--- config.mk ---
export PLATFORM = sky130hd
export DESIGN_NAME = layer_sequencer_flat
export DESIGN_NICKNAME = d
export VERILOG_FILES = /design/src/rtl/layer_sequencer_if.sv /design/src/rtl/layer_sequencer.sv /design/src/flat_wrapper.sv
export SDC_FILE = /design/constraint.sdc
export NUM_CORES = 1
export LEC_CHECK = 0
export CORE_MARGIN = 2
export CORE_UTILIZATION = 31
export CTS_CLUSTER_SIZE = 30
export DETAILED_ROUTE_END_ITERATION = 6
export PLACE_DENSITY = 0.8
export SETUP_SLACK_MARGIN = 0.05
export SKIP_LAST_GASP = 1
export SYNTH_ARGS = -nofsm -noshare
export SYNTH_HDL_FRONTEND = slang
export SYNTH_SLANG_ARGS = --single-unit
--- constraint.sdc ---
create_clock -name clk -period 3.2 [get_ports clk]
set_clock_uncertainty 0.05 [all_clocks]
set_input_delay 0.8 -clock clk [delete_from_list [all_inputs] [get_ports clk]]
set_output_delay 0.8 -clock clk [all_outputs]
set_load 0.03 [all_outputs]
--- src/rtl/layer_sequencer_if.sv ---
// Datapath-facing bundle of the layer sequencer: operand requests out,
// finished-neuron results in, and the output register-file write strobe.
interface layer_sequencer_if #(
    parameter int IW = 1,
    parameter int OW = 1
);
    // Request handshake: a request transfers on a cycle where mac_valid and
    // mac_ready are both high. While mac_valid is high and mac_ready is low,
    // mac_first, mac_last, neuron_idx and in_idx hold their values. res_valid
    // has no back-pressure; it is consumed in the cycle it is seen in WAIT.
    logic          mac_valid;
    logic          mac_ready;
    logic          mac_first;
    logic          mac_last;
    logic [OW-1:0] neuron_idx;
    logic [IW-1:0] in_idx;
    logic          res_valid;
    logic          wr_en;
    logic [OW-1:0] wr_idx;

    modport master (
        output mac_valid, mac_first, mac_last, neuron_idx, in_idx, wr_en, wr_idx,
        input  mac_ready, res_valid
    );

    modport slave (
        input  mac_valid, mac_first, mac_last, neuron_idx, in_idx, wr_en, wr_idx,
        output mac_ready, res_valid
    );
endinterface

--- src/rtl/layer_sequencer.sv ---
// Index/handshake sequencer for a time-multiplexed fully-connected layer.
// Define LAYER_SEQ_PERF_EN to build the saturating busy-cycle counter.
module layer_sequencer #(
    parameter int IN_SIZE  = 1,
    parameter int OUT_SIZE = 1
) (
    input  logic              clk,
    input  logic              rst,
    input  logic              start,
    output logic              busy,
    output logic              done,
    output logic              err,
    output logic [31:0]       cycles,
    output logic [1:0]        dbg_state,
    layer_sequencer_if.master dp
);
    localparam int IW = (IN_SIZE > 1) ? $clog2(IN_SIZE) : 1;
    localparam int OW = (OUT_SIZE > 1) ? $clog2(OUT_SIZE) : 1;
    localparam logic [IW-1:0] LAST_I = IW'(IN_SIZE - 1);
    localparam logic [OW-1:0] LAST_J = OW'(OUT_SIZE - 1);

    typedef enum logic [1:0] {
        S_IDLE   = 2'd0,
        S_ISSUE  = 2'd1,
        S_WAIT   = 2'd2,
        S_FINISH = 2'd3
    } state_t;

    state_t        r_state, w_state_nxt;
    logic [OW-1:0] r_j, w_j_nxt;
    logic [IW-1:0] r_i, w_i_nxt;
    logic          r_err, w_err_nxt;

    always_ff @(posedge clk) begin
        if (rst) begin
            r_state <= S_IDLE;
            r_j     <= '0;
            r_i     <= '0;
            r_err   <= 1'b0;
        end else begin
            r_state <= w_state_nxt;
            r_j     <= w_j_nxt;
            r_i     <= w_i_nxt;
            r_err   <= w_err_nxt;
        end
    end

    always_comb begin
        w_state_nxt = r_state;
        w_j_nxt     = r_j;
        w_i_nxt     = r_i;
        w_err_nxt   = r_err;
        case (r_state)
            S_IDLE: begin
                if (start) begin
                    w_j_nxt     = '0;
                    w_i_nxt     = '0;
                    w_err_nxt   = 1'b0;
                    w_state_nxt = S_ISSUE;
                end
            end
            S_ISSUE: begin
                if (dp.mac_ready) begin
                    if (r_i == LAST_I) w_state_nxt = S_WAIT;
                    else               w_i_nxt     = r_i + 1'b1;
                end
            end
            S_WAIT: begin
                if (dp.res_valid) begin
                    if (r_j == LAST_J) begin
                        w_state_nxt = S_FINISH;
                    end else begin
                        w_j_nxt     = r_j + 1'b1;
                        w_i_nxt     = '0;
                        w_state_nxt = S_ISSUE;
                    end
                end
            end
            S_FINISH: begin
                w_j_nxt     = '0;
                w_i_nxt     = '0;
                w_state_nxt = S_IDLE;
            end
            default: w_state_nxt = S_IDLE;
        endcase
        // A result outside WAIT has no slot to go to; flag it and leave the walk alone.
        if (dp.res_valid && (r_state != S_WAIT)) w_err_nxt = 1'b1;
    end

    assign busy          = (r_state != S_IDLE);
    assign done          = (r_state == S_FINISH);
    assign err           = r_err;
    assign dbg_state     = r_state;
    assign dp.mac_valid  = (r_state == S_ISSUE);
    assign dp.mac_first  = (r_state == S_ISSUE) && (r_i == '0);
    assign dp.mac_last   = (r_state == S_ISSUE) && (r_i == LAST_I);
    assign dp.neuron_idx = r_j;
    assign dp.in_idx     = r_i;
    assign dp.wr_en      = (r_state == S_WAIT) && dp.res_valid;
    assign dp.wr_idx     = r_j;

`ifdef LAYER_SEQ_PERF_EN
    logic [31:0] r_cycles;

    always_ff @(posedge clk) begin
        if (rst) begin
            r_cycles <= '0;
        end else if (r_state == S_IDLE) begin
            if (start) r_cycles <= '0;
        end else if (r_cycles != 32'hFFFF_FFFF) begin
            r_cycles <= r_cycles + 32'd1;
        end
    end

    assign cycles = r_cycles;
`else
    assign cycles = 32'd0;
`endif
endmodule
--- src/flat_wrapper.sv ---
// flat-port wrapper written by rule: the top's interface ports become plain ports
module layer_sequencer_flat 
#(
    parameter int IN_SIZE  = 1,
    parameter int OUT_SIZE = 1
)
  (clk, rst, start, busy, done, err, cycles, dbg_state, dp_mac_valid, dp_mac_first, dp_mac_last, dp_neuron_idx, dp_in_idx, dp_wr_en, dp_wr_idx, dp_mac_ready, dp_res_valid);
  layer_sequencer_if dp_i ();
  input  logic clk;
  input  logic rst;
  input  logic start;
  output logic busy;
  output logic done;
  output logic err;
  output logic [31:0] cycles;
  output logic [1:0] dbg_state;
  output wire logic [$bits(dp_i.mac_valid)-1:0] dp_mac_valid;
  output wire logic [$bits(dp_i.mac_first)-1:0] dp_mac_first;
  output wire logic [$bits(dp_i.mac_last)-1:0] dp_mac_last;
  output wire logic [$bits(dp_i.neuron_idx)-1:0] dp_neuron_idx;
  output wire logic [$bits(dp_i.in_idx)-1:0] dp_in_idx;
  output wire logic [$bits(dp_i.wr_en)-1:0] dp_wr_en;
  output wire logic [$bits(dp_i.wr_idx)-1:0] dp_wr_idx;
  input wire logic [$bits(dp_i.mac_ready)-1:0] dp_mac_ready;
  input wire logic [$bits(dp_i.res_valid)-1:0] dp_res_valid;
  assign dp_mac_valid = dp_i.mac_valid;
  assign dp_mac_first = dp_i.mac_first;
  assign dp_mac_last = dp_i.mac_last;
  assign dp_neuron_idx = dp_i.neuron_idx;
  assign dp_in_idx = dp_i.in_idx;
  assign dp_wr_en = dp_i.wr_en;
  assign dp_wr_idx = dp_i.wr_idx;
  assign dp_i.mac_ready = dp_mac_ready;
  assign dp_i.res_valid = dp_res_valid;
  layer_sequencer #(.IN_SIZE(IN_SIZE), .OUT_SIZE(OUT_SIZE)) u_core (.clk(clk), .rst(rst), .start(start), .busy(busy), .done(done), .err(err), .cycles(cycles), .dbg_state(dbg_state), .dp(dp_i));
endmodule
; Word level (Yosys, flattened, before mapping)
; Cells that the tools add are included.
[classes]
n_addsub = 2
n_eq_ne = 9
n_mux = 17
bitwise_logic = 1
n_reduce_logical = 12
[ops]
columns = operator, count
row1 = $mux 2, 5
row2 = $mux 1, 9
row3 = $ne 2x2->1 const B, 4
row4 = $pmux 2 s4, 1
row5 = $reduce_and 4->1, 2
row6 = $reduce_bool 2->1, 3
row7 = $eq 2x2->1 const B, 2
row8 = $ne 2x1->1 const B, 2
row9 = $pmux 1 s4, 1
row10 = $logic_and 1x1->1, 3
row11 = $pmux 1 s3, 1
row12 = $reduce_and 3->1, 1
row13 = $reduce_bool 3->1, 1
row14 = $add 1x1->1 const B, 2
row15 = $eq 2x1->1 const B, 1
row16 = $logic_not 2->1, 1
row17 = $reduce_and 2->1, 1
row18 = $not 1->1, 1
[totals]
register_bits = 5
out_inout_bits = 44

; Depth between registers and ports, before layout
[logic_depth]
ltp_word = 4
ltp_mapped = 5
depth_no_buf = 5

; Worst setup path before layout
; No wires, ideal clock.
[synth_path]
path_type = flip-flop to output port
start = register u_core.r_state[1], in the netlist u_core.dbg_state[1]
end = output dp_mac_last
t_arrival_ns = 1.226
path_slack_ns = 1.124
path_stages_with_launch = 4
cell_sequence = dfxtp_1 -> inv_1 -> ha_1 -> buf_4
[synth_via]
elab_chain_len = 2
[synth_lines]
columns = element, line
row1 = from (decl), layer_sequencer.sv:29  ; state_t r_state, w_state_nxt;
row2 = from (signal assigned), layer_sequencer.sv:41  ; r_state <= w_state_nxt;
row3 = $eq 2x1->1, -
row4 = $logic_and 1x1->1, -
row5 = to (decl), flat_wrapper.sv:19  ; output wire logic [$bits(dp_i.mac_last)-1:0] dp_mac_last;
; Every way passes these cells.

; Final worst setup path
[layout_path]
start = input dp_res_valid
end = output dp_wr_en
[layout_via]
elab_chain_len = 1
[layout_lines]
columns = element, line
row1 = from (decl), flat_wrapper.sv:25  ; input wire logic [$bits(dp_i.res_valid)-1:0] dp_res_valid;
row2 = $logic_and 1x1->1, layer_sequencer.sv:99  ; assign dp.wr_en = (r_state == S_WAIT) && dp.res_valid;
row3 = to (decl), flat_wrapper.sv:22  ; output wire logic [$bits(dp_i.wr_en)-1:0] dp_wr_en;
; Every way passes these cells.

==> impl_metrics.toml <==
[grt]
grt_usage_pct = 7.08
overflow = 0
grt_max_degree = 6
grt_first_pass_wirelength_um = 952
first_global_vias = 251
antenna_found_initial = 0

[route]
avgViaCountPerCell = 3.35
num_vias = 315
first_pass_iters = 1
ant_nets = 0
wl_per_cell_um = 7.16
routed_wl_um = 673
drc_errors = 0
drtIter0Drc = 0

[cells_and_area]
diodes = 0
nets = 89
fin_util_pct = 35.2
area_growth_pct = 5.15
layout-drive-gt1-share_pct = 5.13

[clocking]
tritoncts = "done"
path_clk_slew_ps = 40
htree_levels = 1
cts_made_buffers = 3
hold_buffers = 0
post_cts_buffers = 0
cts_root_buf = "clkbuf_4"
clock_latency_ps = 230
cts_resized = 0
clk_path_buf_depth = 2
cts_sinks = 3

[flow_run]
maxCapViolCount = 0

[power]
internal-power_w = 0.000222
ir_worst_vdd_mv = 0.256
p_comb_share_pct = 72.1
leakagePower_nw = 0.288
p_per_area_nw_per_um2 = 878
clkPwrFrac_pct = 13.9
seqPwrFrac_pct = 14.0
p_switching_w = 0.000249
p_sw_share_pct = 52.9

[floorplan]
start_util_pct = 33.5
dieArea_sq_um = 1990
rows = 14
core_sq_um = 1520
die_y_um = 44.6
ios = 49
dieWidth_um = 44.6

[yosys]
netlist_area_sq_um = 510
netlist.area_leader.share_pct = 54.4
ys_top_cells_by_area = "buf_4, ha_1, dfxtp_1"
yosys.area.top_type = "buf_4"
ys_ff_latch = 3
avgSynthCellArea_sq_um = 7.98
synth-seq-area-share_pct = 11.8
synthCells = 64
ys_warn_count = 0
post_synth_num_cell_types = 15

[critical_path]
critPathRequiredTime_ps = 2350
worstSetupPathType = "input port to output port"
cp-end-kind = "output port"
critPathLaunch = "dp_res_valid"
crit_path_max_fanout = 3
crit_path_start_kind = "input port"
timing.rr.start = "u_core.dbg_state[1]$_SDFFE_PP0P_"
worstPathArrival_ps = 2060

[timing]
period_needed_ps = 2910
fmax_mhz = 344
fin_crit_sh_pct = 90.8
finalSetupViolations = 0
hold_viol_final = 0
finalSetupTns_ps = 0
finalMaxSlewViolations = 0
rsz0062_at_grt = "no"

[placement]
gp_congestion = 0.639
place_hpwl_um = 593
io_buffer_count = 13

[hold_path]
hp-class = "flip-flop to flip-flop"
min_from = "u_core.err$_SDFFE_PP0P_"

[run_status]
status = "complete, no violations"
path summary, 6_finish.rpt:
| path | cells after the start | slack [ps] | end |
|---|---|---|---|
| setup reg to reg | 5 | 1870 | u_core.dbg_state[1]$_SDFFE_PP0P_ |
| hold reg to reg | 2 | 440 | u_core.err$_SDFFE_PP0P_ |
| setup / recovery | 3 | 290 | dp_wr_en |
| hold / removal | 2 | 440 | u_core.err$_SDFFE_PP0P_ |
cells in the mapped netlist:
| library cell | count |
|---|---|
| a21oi_1 | 1 |
| conb_1 | 1 |
| nand2b_1 | 5 |
| nand2_1 | 1 |
| nor2b_1 | 1 |
| nor2_1 | 2 |
| ha_1 | 5 |
| mux2i_1 | 1 |
| dfxtp_1 | 3 |
| a31oi_1 | 1 |
| and2_1 | 1 |
| buf_4 | 37 |
| and3_4 | 1 |
| inv_1 | 3 |
| o21a_1 | 1 |
flip-flops by register name (all words and copies together), names as in the netlist:
name	count
u_core.dbg_state	2
u_core.err	1
layout by cell type, fill, tap and decap left out, types with 2 or more instances in the layout:
cell type | Yosys | final
inv_1 | 3 | 3
conb_1 | 1 | 35
ha_1 | 5 | 5
clkbuf_4 | 0 | 3
clkdlybuf4s50_1 | 0 | 13
nand2b_1 | 5 | 5
nor2_1 | 2 | 2
dfxtp_1 | 3 | 3
layer usage:
metal,part of all wire (%),GRT usage (%),up-vias
met1,31,5.61,140
met4,0,7.27,0
met5,0,0,-
li1,-,-,152
met3,12,2.45,0
met2,57,12.8,23
logic make-up after synthesis:
| group | share of synthesized area (%) |
|---|---|
| buffers and inverters | 56.6 |
| AND/OR/NAND/NOR | 13.0 |
| adder cells (fa/ha/maj) | 12.3 |
| AO/OA/AOI/OAI | 3.68 |
| flip-flops | 11.8 |
| multiplexers | 1.96 |
| other | 0.735 |
layout make-up:
class	instances	area [sq um]
multi-input combinational	55	289
fill	168	987
sequential	3	60.1
timing repair buffer	13	130
tap	16	20.0
clock buffer	4	26.3
inverter	3	11.3
worst max-delay path, cell delays in order:
cell and delay, ps:
clkdlybuf4s50_1 480, and2_1 120, clkdlybuf4s50_1 660
power by group through the flow:
stage / Clock [W] / Combinational [W] / Sequential (W)
final: 0.0000654 / 0.000340 / 0.0000662
after CTS: 0.0000674 / 0.000343 / 0.0000663
after global routing: 0.0000686 / 0.000364 / 0.0000692
after floorplan: 0 / 0.000261 / 0.0000898
after detailed placement: 0 / 0.000342 / 0.0000669
after global placement: 0 / 0.000335 / 0.0000662
per-stage QoR:
| stage | std cells | hold slack, ps | setup WS (ps) | power [W] | area (sq um) |
|---|---|---|---|---|---|
| after global placement | 90 | 430 | 299 | 0.000401 | 510 |
| final | 94 | 437 | 294 | 0.000471 | 537 |
| after floorplan | 98 | 578 | 1120 | 0.000351 | 638 |
| after detailed placement | 90 | 432 | 288 | 0.000409 | 510 |
| after CTS | 94 | 443 | 288 | 0.000476 | 537 |
| after global routing | 94 | 517 | 246 | 0.000502 | 537 |
Power figures use the tool's default switching activity.
